### src/rtl/even_counter_seq_ctrl.sv
// Run sequencer for the parity-step counter: accepts a mode/limit/sweep configuration
// and steps the count through the programmed sweeps. Optional freeze input under `PAUSE_EN.
module even_counter_seq_ctrl #(
   parameter int WIDTH  = 4,
   parameter int RWIDTH = 4
) (
   input  logic              clk,
   input  logic              reset,
   input  logic              cfg_valid,
   output logic              cfg_ready,
   input  logic [1:0]        cfg_mode,
   input  logic [WIDTH-1:0]  cfg_limit,
   input  logic [RWIDTH-1:0] cfg_reps,
   input  logic              abort,
`ifdef PAUSE_EN
   input  logic              pause,
`endif
   output logic [WIDTH-1:0]  count,
   output logic              count_vld,
   output logic              busy,
   output logic              done,
   output logic              err
);

   typedef enum logic [1:0] {
      S_IDLE = 2'b00,
      S_RUN  = 2'b01,
      S_DONE = 2'b10
   } state_t;

   state_t              state_q, state_d;
   logic [WIDTH-1:0]    count_q, count_d;
   logic                count_vld_q, count_vld_d;
   logic                err_q, err_d;
   logic [RWIDTH-1:0]   reps_left_q, reps_left_d;
   logic [1:0]          mode_q, mode_d;
   logic [WIDTH-1:0]    limit_q, limit_d;

   logic                accept;
   logic                pause_w;
   logic [WIDTH:0]      next_w;

   function automatic logic [WIDTH-1:0] start_of(input logic [1:0] m);
      return (m == 2'b01) ? WIDTH'(1) : '0;
   endfunction

   function automatic logic [WIDTH:0] step_of(input logic [1:0] m);
      return (m == 2'b10) ? (WIDTH+1)'(1) : (WIDTH+1)'(2);
   endfunction

`ifdef PAUSE_EN
   assign pause_w = pause;
`else
   assign pause_w = 1'b0;
`endif

   assign cfg_ready = (state_q == S_IDLE) && !reset;
   assign accept    = cfg_valid && cfg_ready;
   // One extra bit so a step past the top of the WIDTH range is seen as > limit, not a wrap.
   assign next_w    = {1'b0, count_q} + step_of(mode_q);

   always_comb begin
      state_d     = state_q;
      count_d     = count_q;
      count_vld_d = 1'b0;
      err_d       = err_q;
      reps_left_d = reps_left_q;
      mode_d      = mode_q;
      limit_d     = limit_q;
      case (state_q)
         S_IDLE: begin
            err_d = 1'b0;
            if (accept) begin
               if ((cfg_mode == 2'b11) || (cfg_limit < start_of(cfg_mode))) begin
                  state_d = S_DONE;
                  err_d   = 1'b1;
               end else begin
                  state_d     = S_RUN;
                  count_d     = start_of(cfg_mode);
                  count_vld_d = 1'b1;
                  reps_left_d = cfg_reps;
                  mode_d      = cfg_mode;
                  limit_d     = cfg_limit;
               end
            end
         end
         S_RUN: begin
            if (abort) begin
               state_d = S_IDLE;
            end else if (pause_w) begin
               state_d = S_RUN;
            end else if (next_w <= {1'b0, limit_q}) begin
               count_d     = next_w[WIDTH-1:0];
               count_vld_d = 1'b1;
            end else if (reps_left_q == RWIDTH'(1)) begin
               state_d = S_DONE;
            end else begin
               // A zero sweep count never decrements, giving a free run until abort.
               count_d     = start_of(mode_q);
               count_vld_d = 1'b1;
               if (reps_left_q != '0) reps_left_d = reps_left_q - RWIDTH'(1);
            end
         end
         S_DONE: begin
            state_d = S_IDLE;
            err_d   = 1'b0;
         end
         default: begin
            state_d = S_IDLE;
            err_d   = 1'b0;
         end
      endcase
   end

   always_ff @(posedge clk) begin
      if (reset) begin
         state_q     <= S_IDLE;
         count_q     <= '0;
         count_vld_q <= 1'b0;
         err_q       <= 1'b0;
         reps_left_q <= '0;
         mode_q      <= 2'b00;
         limit_q     <= '0;
      end else begin
         state_q     <= state_d;
         count_q     <= count_d;
         count_vld_q <= count_vld_d;
         err_q       <= err_d;
         reps_left_q <= reps_left_d;
         mode_q      <= mode_d;
         limit_q     <= limit_d;
      end
   end

   assign count     = count_q;
   assign count_vld = count_vld_q;
   assign busy      = (state_q == S_RUN);
   assign done      = (state_q == S_DONE);
   assign err       = err_q;

endmodule

### config.mk
export PLATFORM = sky130hd
export DESIGN_NAME = even_counter_seq_ctrl
export DESIGN_NICKNAME = d
export VERILOG_FILES = /design/src/rtl/even_counter_seq_ctrl.sv
export SDC_FILE = /design/constraint.sdc
export NUM_CORES = 1
export LEC_CHECK = 0
export ABC_AREA = 1
export BUFFER_PORTS_ARGS = -buffer_cell sky130_fd_sc_hd__buf_2
export CELL_PAD_IN_SITES_DETAIL_PLACEMENT = 0
export CELL_PAD_IN_SITES_GLOBAL_PLACEMENT = 1
export CORE_MARGIN = 2
export CORE_UTILIZATION = 38
export CTS_CLUSTER_DIAMETER = 100
export CTS_CLUSTER_SIZE = 30
export DETAILED_ROUTE_END_ITERATION = 8
export GPL_ROUTABILITY_DRIVEN = 0
export PLACE_DENSITY_LB_ADDON = 0.3
export SLEW_MARGIN = 0
export SYNTH_ARGS = -nofsm -noshare
export SYNTH_HDL_FRONTEND = slang
export SYNTH_SLANG_ARGS = --single-unit
### constraint.sdc
create_clock -name clk -period 3.15 [get_ports clk]
set_input_delay 0.63 -clock clk [delete_from_list [all_inputs] [get_ports clk]]
set_output_delay 0.63 -clock clk [all_outputs]
set_load 0.005 [all_outputs]
==> reports/metrics.cfg, run 1 <==
[status]
status = complete, no violations

[final_layout]
layout_commonest_cell = nand2_1
drive_above_1_share_pct = 20.3
nNetsFinal = 223
area_delta_synth_final_pct = 13.6
final_cell_mix = nand2_1 (36), nor2_1 (30), inv_1 (22), buf_2 (22), dfxtp_1 (18)
antennaDiodeCount = 0

[global_routing]
overflow = 0
grt_util_all_layers_pct = 16.8
grt_start_max_net_pins = 15
antenna_found_initial = 0
grt_pass1_vias = 1056
grt_pass1_wl_um = 4630

[drt]
vias = 1119
remaining_drc_errors = 0
drt_iter0_drc = 24
drtAntennaViolNets = 0
wl_per_cell_um = 10.6
wl_um = 2560
via_per_inst = 4.64
drtPass1Iterations = 4

[hold_path]
hold_class = flip-flop to flip-flop

[worst_setup_path]
worstPathRequired_ps = 3390
worst_setup_path_start_kind = flip-flop
crit_fanout = 5
crit_path_end_kind = flip-flop
cp.arrival_ps = 2870
worstSetupPathType = flip-flop to flip-flop

[sta]
layout_min_cycle_time_ps = 2630
hold_viol = 0
rsz0062_at_grt = false
final-setup-viol-count = 0
finalMaxSlewViolations = 0
fin_skew_ps = 4.35
worstMarginPinSlew_ps = 452
layout_setup_ws_ps = 517
setup_tns_ps = 0
relSlewSlack_pct = 69.8
period_share_pct = 83.6
fmax_mhz = 380

[logic_synthesis]
seq_area_frac_synth_pct = 29.8
synthDistinctLibCells = 28
yosys_warnings = 0
synth_top_area_cell = dfxtp_1
synth_adder_area_share_pct = 11.0
synth_top_family_by_area = simple AND/OR/NAND/NOR gates
synth_top_area_share_pct = 29.8
syn_nets = 198
muxShareOfSynthArea_pct = 0.826
syn_area_mm2 = 0.00121
synthCells = 174
ys_seq_elements = 18
synth_compound_area_share_pct = 10.0
synth_simple_gate_area_share_pct = 35.6
synth_xor_area_share_pct = 2.17
avgSynthCellArea_um2 = 6.96
synth_area_leaders = dfxtp_1 (30%), nand2_1 (11%), ha_1 (9.3%), nor2_1 (9.3%), inv_1 (6.8%)

[die]
start_util_pct = 39.7
fp.coreArea_mm2 = 0.00305
io_pins = 23
row_count = 20
die_h_um = 60.5
die_area_mm2 = 0.00365
die_x_um = 60.5

[cts]
tritoncts = yes
clkTransAtPathRegs_ps = 100
cts_sinks = 18
clkLatencyLatePin_ps = 290
cts_root_buf = clkbuf_4
hold_buffers = 0
htree_num_levels = 1
cts_repair_resize_count = 0
postCtsSetupBuffers = 0
cts_buffers = 3
max-clock-path-buffers = 2

[pwr]
leakagePower_nw = 0.680
ir_drop_v = 0.000186
pwr_density_cell_mw_per_mm2 = 405

[place]
dp_slack_ps = 515
io_buffers = 22
hpwl_um = 2010

[job]
cap_violations = 0

==> stage by stage <==
stage | hold slack (ps) | util [%] | power [W] | instance area [um2] | instances
after floorplan | 435 | - | 0.000400 | 1210 | 174
after global placement | 456 | 44.3 | 0.000444 | 1350 | 238
after detailed placement | 460 | 44.3 | 0.000447 | 1350 | 238
after CTS | 482 | 45.1 | 0.000566 | 1380 | 241
after global routing | 508 | 45.1 | 0.000608 | 1380 | 241
final | 473 | 45.1 | 0.000557 | 1380 | 241
==> area by class of cell <==
cell class                 count  area (um2)
timing repair buffer          22         110
multi-input combinational    127         722
inverter                      27         106
clock buffer                   3        22.5
tap                           44        55.1
sequential                    18         360
fill                         339        1680
==> cell usage after synthesis (all sizes together) <==
library cell,number
a31oi,1
nor3b,1
xnor2,1
nor4,1
o21ai,11
fa,1
mux2i,1
nand2,43
nand4,2
nand3,9
ha,9
nand3b,1
xor2,2
dfxtp,18
o211ai,2
buf,2
inv,27
a21oi,9
nor2,33
==> report_power, final <==
part	switching, W	leakage (nW)	internal, W	total [W]
sequential	0.0000135	0.148	0.000244	0.000258
combinational	0.000113	0.518	0.0000707	0.000183
clock	0.0000714	0.0138	0.0000445	0.000116
==> layer usage <==
layer	wire [um]	track usage (%)
met5	0	0
met4	40	5.59
met3	102	2.13
met2	1040	25.5
met1	1380	24.8
==> flip-flops by register name (all words and copies together) (netlist names) <==
| signal | cells |
|---|---|
| count | 4 |
| count_vld | 1 |
| err | 1 |
| limit_q | 4 |
| mode_q | 2 |
| reps_left_q | 4 |
| state_q | 2 |
==> worst paths after layout <==
kind                                                     to  cells past startpoint                   start  slack [ps]
worst max-delay path            reps_left_q[1]$_SDFFE_PP0P_                     17  mode_q[0]$_SDFFE_PP0P_         520
worst min-delay path                       err$_SDFFE_PP0N_                      2        err$_SDFFE_PP0N_         470
worst max register to register  reps_left_q[1]$_SDFFE_PP0P_                     17  mode_q[0]$_SDFFE_PP0P_         520
worst min register to register             err$_SDFFE_PP0N_                      2        err$_SDFFE_PP0N_         470
==> logic make-up after synthesis <==
family | after synthesis
DFF | 18
AOI/OAI and AO/OA | 23
and+or+nand+nor | 90
xor gates and xnor gates | 3
buffers and inverters | 29
adders and majority gates | 10
muxes | 1
==> worst max-delay path, stage by stage (launching register included) <==
cell,delay [ps]
dfxtp_1,310
inv_1,80
nand2_1,90
inv_1,100
ha_1,170
inv_1,50
fa_1,410
xnor2_1,200
ha_1,290
nand2_1,70
nor2_1,40
o21ai_1,150
nand3_1,110
nand2_1,180
nand2_2,110
nand2_1,70
nand2_1,40
nor2_1,90
(Power assumes the default switching activity.)
==> run 2, diff against run 1 <==
CORE_UTILIZATION = 35   (was 38)
clock period = 2.2 ns   (was 3.15 ns; I/O delays follow)
==> run 2 against run 1 <==
The run now ends with setup timing left. Worst hold slack lost 110 ps. Clock power grew 87%. Combinational power grew 99%. Total power grew 71%. Maximum frequency rose by 7.5%. Critical path depth fell by 2. Utilization increased by 3.9 points. First-iteration DRC count is 120% higher. Die area increased by 8.0%. Sequential power up 43%. Count of clock-buffer cells in the layout rose by 1. Largest cell class unchanged.
==> reports/metrics.cfg, run 2 (same netlist as run 1, synthesis figures left out) <==
[cts]
cts_root_buf = clkbuf_4
htree_num_levels = 1
tritoncts = yes
clkTransAtPathRegs_ps = 120
cts_buffers = 3
clkLatencyLatePin_ps = 300
hold_buffers = 0
max-clock-path-buffers = 2
cts_sinks = 18

[worst_setup_path]
reg2reg_slack_ps = -250
worstPathRequired_ps = 2410
cp_common_cell = inv_2
crit_family = adder cells
r2r-end = count_vld$_SDFF_PP0_
r2r_start = mode_q[0]$_SDFFE_PP0P_
worst_setup_path_start_kind = flip-flop
cp.arrival_ps = 2660
crit_fanout = 6
worstSetupPathType = flip-flop to flip-flop
critical_path.max_stage_delay_ps = 360
worstPathCellList = inv_2, nand2_4, inv_2, ha_4, inv_2, fa_2, xnor2_2, ha_1, nand2_1, nor2_1, o21ai_2, nand4_1, nand2_4, buf_4, nor2_1
cp_num_buf_inv = 4
crit_path_end_kind = flip-flop
crit_slowest_cell = fa_2
r2r_cells = 15

[place]
io_buffers = 22
dpl-instance-area_mm2 = 0.00147
hpwl_um = 2200
dp_cells = 250

[die]
fp.coreArea_mm2 = 0.00334
die_x_um = 62.8
row_count = 21
start_util_pct = 36.3
die_area_mm2 = 0.00395
die_h_um = 62.8
io_pins = 23

[final_layout]
final_cells = 259
drive_above_1_share_pct = 40.4
antennaDiodeCount = 0
nFillCells = 371
area_delta_synth_final_pct = 35.0
final_cell_mix = nor2_1 (28), nand2_1 (26), buf_2 (22)
nNetsFinal = 238
layout_commonest_cell = nor2_1
design_area_mm2 = 0.00164

[drt]
via_per_inst = 4.59
drtAntennaViolNets = 0
drtPass1Iterations = 4
wl_um = 2990
drt_iter0_drc = 53
remaining_drc_errors = 0
vias = 1188
wl_per_cell_um = 11.5

[sta]
finalMaxSlewViolations = 0
rsz0062_at_grt = true
period_share_pct = 111
hold_ws_ps = 367
layout_setup_ws_ps = -250
fmax_mhz = 408
worstMarginPinSlew_ps = 471
setup_tns_ps = -2120
hold_viol = 0
final-setup-viol-count = 11
fin_skew_ps = 3.42
relSlewSlack_pct = 68.6
layout_min_cycle_time_ps = 2450

[status]
status = finished, violations left
violations = setup timing

[pwr]
ir_drop_v = 0.000211
total_power_w = 0.000951
leakagePower_nw = 0.785
pwr_density_cell_mw_per_mm2 = 581

[global_routing]
grt_pass1_vias = 1173
grt_start_max_net_pins = 15
grt_pass1_wl_um = 4910
grt_util_all_layers_pct = 15.4
antenna_found_initial = 0
overflow = 0

[hold_path]
hp-start = reset
holdPathStages = 2
holdPathEnd = state_q[0]$_SDFFE_PP0P_
hold_class = input pin to flip-flop

[job]
cap_violations = 0

-- run 2: cell types whose count changed in the layout (fill, tap and decap cells not counted), moves of 4 or more --
cell	change
inv_2	+4
nand2_2	+6
buf_4	+15
nand2_1	-10
inv_1	-4
nand2_4	+4
-- run 2: layout make-up --
class	count	area, um2	area share [%]
clock buffers	4	36.3	2.22
inverters	27	106	6.50
multi-input cells	127	850	52.0
flip-flops and latches	18	363	22.2
well taps	46	57.6	3.52
repair buffers	37	223	13.6
-- run 2: worst max path at each step --
stage,start,end,cells past startpoint
floorplan,mode_q[0]$_SDFFE_PP0P_,count[2]$_SDFFE_PP0P_,16
global placement,mode_q[0]$_SDFFE_PP0P_,count[0]$_SDFFE_PP0P_,17
detailed placement,mode_q[0]$_SDFFE_PP0P_,count[2]$_SDFFE_PP0P_,16
CTS,mode_q[0]$_SDFFE_PP0P_,count[0]$_SDFFE_PP0P_,17
global route,mode_q[0]$_SDFFE_PP0P_,count[0]$_SDFFE_PP0P_,15
finish,mode_q[0]$_SDFFE_PP0P_,count_vld$_SDFF_PP0_,15
-- run 2: layer usage --
layer / up-vias / GRT usage, % / wire, um
met1: 545 / 18.3 / 1390
met2: 12 / 28.2 / 1490
met4: 0 / 4.17 / 29
met5: - / 0 / 0
met3: 4 / 2.52 / 81
li1: 627 / - / -
-- run 2: where the power goes --
group | leakage (nW) | internal, W | switching, W
clock | 0.0210 | 0.000101 | 0.000116
combinational | 0.615 | 0.000158 | 0.000206
sequential | 0.148 | 0.000350 | 0.0000199
-- run 2: repair_timing --
action                     in CTS  in global routing
gates resized for setup        10                 16
setup buffers                   3                  2
cloned                          0                  0
pin swaps                      13                 17
setup endpoints to repair      11                 11
-- run 2: metrics by stage --
step	setup WS [ps]	utilization [%]
global placement	-248	44.0
CTS	-199	46.6
floorplan	-63.8	-
global route	-401	49.0
finish	-250	49.0
detailed placement	-263	44.0
